--- config.mk ---
export PLATFORM = sky130hd
export DESIGN_NAME = seq_mlp_engine
export DESIGN_NICKNAME = d
export VERILOG_FILES = /design/src/rtl/seq_mlp_engine.sv
export SDC_FILE = /design/constraint.sdc
export NUM_CORES = 1
export LEC_CHECK = 0
export CELL_PAD_IN_SITES_DETAIL_PLACEMENT = 1
export CELL_PAD_IN_SITES_GLOBAL_PLACEMENT = 2
export CORE_AREA = 10 10 338 340
export CTS_CLUSTER_DIAMETER = 150
export CTS_CLUSTER_SIZE = 16
export DETAILED_ROUTE_END_ITERATION = 8
export DIE_AREA = 0 0 348 350
export PLACE_DENSITY_LB_ADDON = 0.1
export SETUP_SLACK_MARGIN = 0.5
export SYNTH_ARGS = -nofsm -noshare
export SYNTH_HDL_FRONTEND = slang
export SYNTH_SLANG_ARGS = --single-unit
--- constraint.sdc ---
create_clock -name clk -period 11.45 [get_ports clk]
set_clock_uncertainty 0.05 [all_clocks]
set_input_delay 3.435 -clock clk [delete_from_list [all_inputs] [get_ports clk]]
set_output_delay 3.435 -clock clk [all_outputs]
set_load 0.02 [all_outputs]
--- src/rtl/seq_mlp_engine.sv ---
`default_nettype none
// ============================================================================
// Module      : seq_mlp_engine
// Description : Time-multiplexed two-layer MLP classifier built around one
//               shared multiply-accumulate unit.
//               Layer 0 computes NUM_IN -> NUM_HID with ReLU, a right shift
//               and saturation. Layer 1 computes NUM_HID -> NUM_OUT and keeps
//               a running argmax, so only the winning class survives.
// Ports       : clk        - rising-edge clock
//               rst_n      - asynchronous active-low reset
//               inp        - packed unsigned input features
//               in_valid   - input sample valid
//               in_ready   - engine idle and able to accept a sample
//               weights    - packed signed weights (layer 0, then layer 1)
//               biases     - packed signed biases (b0 block, then b1 block)
//               out        - winning class index
//               out_score  - accumulator value of the winning class
//               out_valid  - out/out_score valid
//               out_ready  - sink accepts the result
// Revision    : 1.0 - initial release
// ============================================================================
module seq_mlp_engine #(
  parameter int NUM_IN   = 16,
  parameter int WIDTH_A  = 4,
  parameter int NUM_HID  = 3,
  parameter int NUM_OUT  = 10,
  parameter int WIDTH_W  = 8,
  parameter int WIDTH_B0 = 9,
  parameter int WIDTH_B1 = 15,
  parameter int WIDTH_H  = 8,
  parameter int SHIFT0   = 4,
  parameter int ACC_W    = 24,
  parameter int OUTWIDTH = 4
) (
  input  logic                                                 clk,
  input  logic                                                 rst_n,
  input  logic [NUM_IN*WIDTH_A-1:0]                            inp,
  input  logic                                                 in_valid,
  output logic                                                 in_ready,
  input  logic [(NUM_HID*NUM_IN+NUM_OUT*NUM_HID)*WIDTH_W-1:0]  weights,
  input  logic [NUM_HID*WIDTH_B0+NUM_OUT*WIDTH_B1-1:0]         biases,
  output logic [OUTWIDTH-1:0]                                  out,
  output logic [ACC_W-1:0]                                     out_score,
  output logic                                                 out_valid,
  input  logic                                                 out_ready
);

  localparam int NUM_W  = NUM_HID*NUM_IN + NUM_OUT*NUM_HID;
  localparam int IW     = (NUM_IN  > 1) ? $clog2(NUM_IN)  : 1;
  localparam int HW     = (NUM_HID > 1) ? $clog2(NUM_HID) : 1;
  localparam int OW     = (NUM_OUT > 1) ? $clog2(NUM_OUT) : 1;
  localparam int WIDX_W = (NUM_W   > 1) ? $clog2(NUM_W)   : 1;
  localparam logic [WIDTH_H-1:0] C_H_MAX = '1;

  typedef enum logic [1:0] {
    S_IDLE = 2'd0,
    S_L0   = 2'd1,
    S_L1   = 2'd2,
    S_DONE = 2'd3
  } state_t;

  // --------------------------------------------------------------------------
  // Registers
  // --------------------------------------------------------------------------
  state_t                      state_q;
  logic [NUM_IN*WIDTH_A-1:0]   x_q;
  logic signed [ACC_W-1:0]     acc_q;
  logic [IW-1:0]               i_q;
  logic [HW-1:0]               j_q;
  logic [OW-1:0]               o_q;
  logic [WIDTH_H-1:0]          h_q [NUM_HID];
  logic signed [ACC_W-1:0]     best_q;
  logic [OUTWIDTH-1:0]         best_idx_q;
  logic                        fin_q;      // all outputs scored, commit pending
  logic                        in_ready_q;
  logic                        out_valid_q;
  logic [OUTWIDTH-1:0]         out_q;
  logic [ACC_W-1:0]            out_score_q;

  // --------------------------------------------------------------------------
  // Unpacked views of the flat buses
  // --------------------------------------------------------------------------
  logic [WIDTH_A-1:0]          x_arr  [NUM_IN];
  logic [WIDTH_W-1:0]          w_arr  [NUM_W];
  logic signed [ACC_W-1:0]     b0_ext [NUM_HID];
  logic signed [ACC_W-1:0]     b1_ext [NUM_OUT];

  generate
    for (genvar g = 0; g < NUM_IN; g++) begin : g_x
      assign x_arr[g] = x_q[g*WIDTH_A +: WIDTH_A];
    end
    for (genvar g = 0; g < NUM_W; g++) begin : g_w
      assign w_arr[g] = weights[g*WIDTH_W +: WIDTH_W];
    end
    for (genvar g = 0; g < NUM_HID; g++) begin : g_b0
      assign b0_ext[g] = {{(ACC_W-WIDTH_B0){biases[g*WIDTH_B0 + WIDTH_B0 - 1]}},
                          biases[g*WIDTH_B0 +: WIDTH_B0]};
    end
    for (genvar g = 0; g < NUM_OUT; g++) begin : g_b1
      assign b1_ext[g] = {{(ACC_W-WIDTH_B1){biases[NUM_HID*WIDTH_B0 + g*WIDTH_B1 + WIDTH_B1 - 1]}},
                          biases[NUM_HID*WIDTH_B0 + g*WIDTH_B1 +: WIDTH_B1]};
    end
  endgenerate

  // --------------------------------------------------------------------------
  // Shared MAC datapath
  // --------------------------------------------------------------------------
  logic [WIDX_W-1:0]           w_widx;
  logic signed [ACC_W-1:0]     w_opa;
  logic signed [ACC_W-1:0]     w_opw;
  logic signed [ACC_W-1:0]     acc_d;
  logic [ACC_W-1:0]            w_sh;
  logic [WIDTH_H-1:0]          w_hval;
  logic                        w_last_i;
  logic                        w_last_j;
  logic                        w_last_o;
  logic [HW-1:0]               w_jn;
  logic [OW-1:0]               w_on;
  logic                        w_take;

  always_comb begin
    if (state_q == S_L1) begin
      w_widx = WIDX_W'(NUM_HID*NUM_IN + int'(o_q)*NUM_HID + int'(j_q));
      w_opa  = ACC_W'(h_q[j_q]);
    end else begin
      w_widx = WIDX_W'(int'(j_q)*NUM_IN + int'(i_q));
      w_opa  = ACC_W'(x_arr[i_q]);
    end
  end

  assign w_opw = {{(ACC_W-WIDTH_W){w_arr[w_widx][WIDTH_W-1]}}, w_arr[w_widx]};
  assign acc_d = acc_q + w_opa * w_opw;

  // ReLU, shift, saturate. The shift is only used when acc_d is non-negative,
  // so a logical shift is sufficient.
  assign w_sh = acc_d >> SHIFT0;
  always_comb begin
    if (acc_d[ACC_W-1]) begin
      w_hval = '0;
    end else if (w_sh > {{(ACC_W-WIDTH_H){1'b0}}, C_H_MAX}) begin
      w_hval = C_H_MAX;
    end else begin
      w_hval = w_sh[WIDTH_H-1:0];
    end
  end

  assign w_last_i = (i_q == IW'(NUM_IN-1));
  assign w_last_j = (j_q == HW'(NUM_HID-1));
  assign w_last_o = (o_q == OW'(NUM_OUT-1));
  // Next-neuron indices wrap to 0 so the bias arrays are never over-indexed.
  assign w_jn     = w_last_j ? '0 : j_q + HW'(1);
  assign w_on     = w_last_o ? '0 : o_q + OW'(1);
  // Strict greater-than: ties keep the lower class index.
  assign w_take   = (o_q == '0) || (acc_d > best_q);

  // --------------------------------------------------------------------------
  // Control FSM
  // --------------------------------------------------------------------------
  always_ff @(posedge clk or negedge rst_n) begin
    if (!rst_n) begin
      state_q     <= S_IDLE;
      x_q         <= '0;
      acc_q       <= '0;
      i_q         <= '0;
      j_q         <= '0;
      o_q         <= '0;
      for (int k = 0; k < NUM_HID; k++) h_q[k] <= '0;
      best_q      <= '0;
      best_idx_q  <= '0;
      fin_q       <= 1'b0;
      in_ready_q  <= 1'b1;
      out_valid_q <= 1'b0;
      out_q       <= '0;
      out_score_q <= '0;
    end else begin
      case (state_q)
        S_IDLE: begin
          if (in_valid && in_ready_q) begin
            x_q        <= inp;
            acc_q      <= b0_ext[0];
            i_q        <= '0;
            j_q        <= '0;
            o_q        <= '0;
            fin_q      <= 1'b0;
            in_ready_q <= 1'b0;
            state_q    <= S_L0;
          end
        end

        S_L0: begin
          acc_q <= acc_d;
          if (w_last_i) begin
            h_q[j_q] <= w_hval;
            i_q      <= '0;
            j_q      <= w_jn;
            if (w_last_j) begin
              acc_q   <= b1_ext[0];
              state_q <= S_L1;
            end else begin
              acc_q   <= b0_ext[w_jn];
            end
          end else begin
            i_q <= i_q + IW'(1);
          end
        end

        S_L1: begin
          if (fin_q) begin
            out_q       <= best_idx_q;
            out_score_q <= best_q;
            out_valid_q <= 1'b1;
            fin_q       <= 1'b0;
            state_q     <= S_DONE;
          end else begin
            acc_q <= acc_d;
            if (w_last_j) begin
              j_q <= '0;
              if (w_take) begin
                best_q     <= acc_d;
                best_idx_q <= OUTWIDTH'(o_q);
              end
              o_q   <= w_on;
              acc_q <= b1_ext[w_on];
              if (w_last_o) fin_q <= 1'b1;
            end else begin
              j_q <= j_q + HW'(1);
            end
          end
        end

        S_DONE: begin
          if (out_ready) begin
            out_valid_q <= 1'b0;
            in_ready_q  <= 1'b1;
            state_q     <= S_IDLE;
          end
        end

        default: state_q <= S_IDLE;
      endcase
    end
  end

  assign in_ready  = in_ready_q;
  assign out_valid = out_valid_q;
  assign out       = out_q;
  assign out_score = out_score_q;

endmodule
`default_nettype wire

==> results of run 1 <==
## metal layers
layer | track usage, % | share of wire [%]
met1 | 26.6 | 41
met2 | 42.9 | 53
met3 | 4.90 | 5.1
met4 | 3.60 | 1.4
met5 | 0 | 0.13
## cell families after synthesis
family / Yosys count
xor+xnor: 31
fa+ha+maj: 145
simple gates: 826
compound gates: 672
flops: 183
buf+inv: 310
mux: 242
## sequential cells by signal, summed over array words and instances (netlist names), 4 cells and up
| signal | flops |
|---|---|
| best_idx_q | 4 |
| x_q | 64 |
| out_score | 24 |
| o_q | 4 |
| acc_q | 24 |
| h_q | 24 |
| out | 4 |
| best_q | 24 |
| i_q | 4 |
## path summary, 6_finish.rpt
check                                               start                        end  slack (ns)  cells after the start
min in group asynchronous                           rst_n  out_score[18]$_DFFE_PN0P_        2.88                      1
worst max register to register         j_q[1]$_DFFE_PN0P_     best_q[13]$_DFFE_PN0P_        0.05                     49
max in group asynchronous                           rst_n         x_q[2]$_DFFE_PN0P_        6.33                      3
worst min-delay path            out_score[10]$_DFFE_PN0P_  out_score[10]$_DFFE_PN0P_        0.44                      2
worst max-delay path                         weights[483]     best_q[13]$_DFFE_PN0P_       -0.49                     44
worst min register to register  out_score[10]$_DFFE_PN0P_  out_score[10]$_DFFE_PN0P_        0.44                      2
## where the power goes
group          leakage [nW]  internal [mW]  total [mW]  switching (mW)
combinational          12.8           1.01        1.84           0.827
sequential             2.44          0.703       0.753          0.0505
clock                 0.304          0.319       0.638           0.319
## worst max-delay path, delay by kind of cell
family / cells / cell delay [ns]
AOI/OAI and AO/OA: 13 / 2.23
adders and majority gates: 8 / 2.90
buffers and inverters: 10 / 1.60
muxes: 1 / 0.30
and+or+nand+nor: 12 / 1.74
## cell type report
| cell class | count | area share (%) |
|---|---|---|
| antenna | 35 | 0.233 |
| sequential | 183 | 12.2 |
| clock inverter | 15 | 0.520 |
| timing repair buffer | 1289 | 32.1 |
| tap | 1414 | 4.71 |
| multi-input combinational | 1916 | 47.8 |
| inverter | 130 | 1.30 |
| clock buffer | 17 | 1.13 |
## placed cells by master, fill, tap and decap left out, drive strengths merged, types with 11 or more instances in the layout
| master | count |
|---|---|
| a31oi | 30 |
| diode | 35 |
| fa | 40 |
| clkdlybuf4s50 | 549 |
| o22ai | 26 |
| a211oi | 145 |
| clkdlybuf4s15 | 32 |
| nand2 | 433 |
| a21o | 13 |
| and2 | 141 |
| nor3 | 63 |
| mux2i | 87 |
| o21ai | 127 |
| dlygate4sd2 | 273 |
| o211ai | 12 |
| buf | 407 |
| a221oi | 15 |
| mux4 | 46 |
| inv | 138 |
| dlymetal6s2s | 19 |
| a22o | 13 |
| nor2b | 14 |
| nor2 | 96 |
| o311ai | 18 |
| nand3 | 34 |
| ha | 104 |
| a311oi | 113 |
| mux2 | 109 |
| a21oi | 95 |
| xor2 | 11 |
| clkbuf | 26 |
| dfrtp | 182 |
| xnor2 | 20 |
## what timing repair did
action | in CTS | in global routing
setup buffers | 38 | 17
endpoints found under the setup margin | 60 | 57
pin swaps | 378 | 150
resized for setup | 1104 | 151
endpoints found under the hold margin | 0 | 0
gates cloned | 2 | 0
==> results.tsv, run 1 <==
metric	value	unit
antenna_left	0	
grt_max_degree	77	
synthMostInstantiatedCell	nand2_1	
max_slew_margin	7.01	%
dp_hpwl	122000	um
end_kind	flop	
fin_area	37500	um2
period_share	104	%
die_y	350	um
drtPass1Iterations	5	
clk_pin_slew	0.08	ns
stdcell_count	4999	
cpPeakStageDelay	0.54	ns
worst_hold_slack	0.440	ns
dpl_worst_slack	-1.70	ns
synth_fa_ha_area_share	10.6	%
fin_tns_setup	-12.90	ns
p_leak	15.6	nW
area.growth.synth_to_final	88.2	%
drcViolationCount	0	
outcome	finished, violations left	
worst_slack	-0.486	ns
overflow	0	
syn_area_per_cell	8.28	um2
dpl.cell_count	4875	
cts_buffers	17	
clock_latency	0.47	ns
io_buffer_count	898	
clkSinkCount	183	
grt_pass1_vias	27000	
cts_tree	yes	
ys_top_cells_by_area	dfrtp_1 23%, nand2_1 8.2%, ha_1 6.5%, mux2_2 5.6%, a211oi_1 5.4%	
fp-row-count	121	
holdBufCountCts	0	
yosysSeqAreaShare	23.0	%
post-route-min-period	11.94	ns
crit_path_start_kind	input pin	
yosysWarnings	0	
cp.required	11.74	ns
ys_ff_latch	183	
htreeDepth	4	
setup_viol	52	
rsz0062_at_grt	true	
dr.first_iter.drc_count	978	
p_per_area	86.1	nW/um2
hold_viol	0	
maxCapViolations	0	
syn_area	19900	um2
place_congestion	0.868	
muxShareOfSynthArea	15.7	%
crit_fanout	6	
grt_use_total	22.8	%
antenna_found_initial	78	
p_total	3.23	mW
synthesis.nets	3422	
die_w	348	um
grt_pass1_wl	205000	um
synth-simple-area-share	18.9	%
synth-compound-area-share	24.1	%
dieArea	122000	um2
cts_buffer_depth	2	
pin_count	899	
drive_above_1_share	34.3	%
coreArea	108000	um2
peakVddDrop	0.000113	V
slowest_stage	fa_1	
cpMostUsedCell	buf_4	
hold_class	reg -> reg	
yosys.area_share.xor_xnor	1.44	%
fmax	0.0838	GHz
placed_area	33100	um2
wire_per_inst	29.1	um
fin_nets	4550	
critPathKind	in -> reg	
via_per_inst	4.85	
synth-edff-count	0	
root_buffer	clkbuf_16	
cp.arrival	12.23	ns
synth_cell_types	91	
utilization	34.8	%
routed_wl	146000	um
synthCells	2409	
synth_top_area_share	22.8	%
fill_cells	12200	
synth_top_family_by_area	compound AO/OA/AOI/OAI gates	
multi_input_area	17900	um2
regArea	4580	um2
start_util	18.5	%
synth_commonest_cells	433 x nand2_1, 182 x dfrtp_1, 143 x a211oi_1, 127 x inv_1, 115 x o21ai_0	
drv_slew	0	
violations	setup timing	
vias	24300	
yosysTopAreaCell	dfrtp_1	
synthArstFlopShare	100	%
ys.flop_type	dfrtp_1	
worst_slew_pin_slew	1.39	ns
Power figures use the tool's default switching activity.
==> run 2, diff against run 1 <==
--- a/config.mk
+++ b/config.mk
@@ -12,7 +12,7 @@
 export CTS_CLUSTER_SIZE = 16
 export DETAILED_ROUTE_END_ITERATION = 8
 export DIE_AREA = 0 0 348 350
-export PLACE_DENSITY_LB_ADDON = 0.1
+export PLACE_DENSITY = 0.8
 export SETUP_SLACK_MARGIN = 0.5
 export SYNTH_ARGS = -nofsm -noshare
 export SYNTH_HDL_FRONTEND = slang
==> results.tsv, run 2 (synthesis gave the netlist of run 1 again) <==
metric	value	unit	change
outcome	finished, violations left		
violations	setup timing		
maxCapViolations	0		unchanged
antenna_found_initial	33		-58%
worst_slack	-0.492	ns	-0.00608 ns
die_w	348	um	unchanged
antenna_left	0		unchanged
area.growth.synth_to_final	83.1	%	
r2r_setup_slack	0.08	ns	+0.03 ns
pin_count	899		unchanged
drcViolationCount	0		unchanged
dieArea	122000	um2	unchanged
worst_hold_slack	0.434	ns	-0.00593 ns
hold_viol	0		unchanged
cpPeakStageDelay	0.56	ns	+0.02 ns
grt_use_total	20.3	%	-2.5 points
wire_per_inst	26.7	um	-8.3%
cp.required	11.75	ns	about the same
period_share	104	%	about the same
peakVddDrop	0.000105	V	-6.8%
slowest_stage	fa_1		
via_per_inst	4.85		-0.11%
overflow	0		unchanged
die_y	350	um	unchanged
start_util	18.5	%	unchanged
dpl.cell_count	4825		-1.0%
clock_latency	0.47	ns	about the same
p_total	3.13	mW	-3.3%
top_register	x_q		
drtPass1Iterations	5		unchanged
max_slew_margin	20.6	%	+14 points
crit_path_start_kind	input pin		
grt_pass1_wl	185000	um	-10%
rsz0062_at_grt	true		
layout_commonest_cell	clkdlybuf4s50_1		
cts_buffers	17		unchanged
dp_hpwl	109000	um	-11%
cpMostUsedCell	inv_2		
routed_wl	131000	um	-9.8%
worst_slew_pin_slew	1.18	ns	-0.206 ns
drv_slew	0		unchanged
htreeDepth	4		unchanged
fmax	0.0837	GHz	about the same
dr.first_iter.drc_count	1158		+18%
clk_pin_slew	0.08	ns	about the same
largest_register_ffs	64		unchanged
place_congestion	0.913		+5.1%
cts_buffer_depth	2		unchanged
hold_class	reg -> reg		
fp-row-count	121		unchanged
cts_tree	yes		
clkSinkCount	183		unchanged
critPathKind	in -> reg		
p_leak	15.1	nW	-2.9%
end_kind	flop		
vias	23800		-1.7%
holdBufCountCts	0		unchanged
stdcell_count	4919		-1.6%
io_buffer_count	898		unchanged
crit_fanout	4		-2
coreArea	108000	um2	unchanged
grt_max_degree	79		+2.6%
grt_pass1_vias	25800		-4.1%
cp.arrival	12.24	ns	about the same
fin_nets	4490		-1.3%
setup_viol	52		unchanged
fin_tns_setup	-11.60	ns	+1.30 ns
layout_common_cells	656 x clkdlybuf4s50_1, 409 x nand2_1, 281 x buf_4, 182 x dfrtp_1, 179 x dlygate4sd2_1		
drive_above_1_share	30.7	%	-3.6 points
root_buffer	clkbuf_16		
p_per_area	85.6	nW/um2	-0.54%
post-route-min-period	11.94	ns	+0.00608 ns
==> run 2: cell types whose count changed in the layout (fill, tap and decap cells not counted), moves of 13 or more <==
cell / before / now
clkdlybuf4s15_1: 27 / 14
a21oi_1: 45 / 58
mux2_4: 29 / 10
buf_4: 323 / 281
and2_4: 89 / 76
dlymetal6s2s_1: 19 / 36
clkdlybuf4s50_1: 549 / 656
mux2_2: 79 / 98
diode_2: 35 / 16
nand2_1: 394 / 409
dlygate4sd2_1: 273 / 179
nand2_2: 38 / 24
==> run 2: per-layer routing <==
| metal | track usage, % | vias to the layer above | routed length (um) |
|---|---|---|---|
| met5 | 0 | - | 25 |
| met3 | 3.38 | 148 | 6280 |
| met2 | 38.0 | 765 | 68600 |
| li1 | - | 11000 | - |
| met4 | 6.42 | 4 | 4310 |
| met1 | 23.4 | 12000 | 52200 |
==> run 2: worst paths after layout <==
kind	to	cells past startpoint	start
setup / recovery	best_idx_q[2]$_DFFE_PN0P_	45	weights[478]
hold / removal	out_score[1]$_DFFE_PN0P_	2	out_score[1]$_DFFE_PN0P_
setup reg to reg	best_idx_q[2]$_DFFE_PN0P_	54	o_q[1]$_DFFE_PN0P_
hold reg to reg	out_score[1]$_DFFE_PN0P_	2	out_score[1]$_DFFE_PN0P_
max in group asynchronous	x_q[23]$_DFFE_PN0P_	3	rst_n
min in group asynchronous	out_score[13]$_DFFE_PN0P_	1	rst_n
==> run 2: where the power goes <==
group / internal, mW / switching, mW / leakage (nW) / total, mW
sequential: 0.703 / 0.0441 / 2.44 / 0.747
clock: 0.341 / 0.299 / 0.303 / 0.640
combinational: 0.952 / 0.786 / 12.4 / 1.74
==> run 2: area by class of cell <==
cell class	count	area [um2]
inverters	130	488
diodes	16	40.0
clock buffers	19	453
flip-flops and latches	183	4580
fillers	12400	71300
well taps	1414	1770
multi-input cells	1916	17300
clock inverters	12	161
repair buffers	1229	11700
==> run 2: critical path: cells and delay by family <==
kind / cells / cell delay (ns)
xor gates and xnor gates: 2 / 0.34
adders and majority gates: 7 / 2.92
muxes: 1 / 0.29
buffers and inverters: 10 / 1.04
AOI/OAI and AO/OA: 18 / 3.15
and+or+nand+nor: 7 / 1.05
==> run 2: what timing repair did <==
action | in CTS | in global routing
endpoints found under the setup margin | 61 | 57
resized for setup | 766 | 192
buffers inserted | 33 | 11
cloned | 2 | 1
pin swaps | 342 | 108
==> run 2: per-stage QoR <==
| stage | cell area (um2) | setup WS [ns] | utilization, % |
|---|---|---|---|
| after floorplan | 20200 | -0.0411 | - |
| after global placement | 32600 | -1.71 | 30.3 |
| after detailed placement | 32600 | -1.86 | 30.3 |
| after CTS | 35700 | -0.340 | 33.1 |
| after global routing | 36500 | -0.845 | 33.9 |
| final | 36500 | -0.492 | 33.9 |
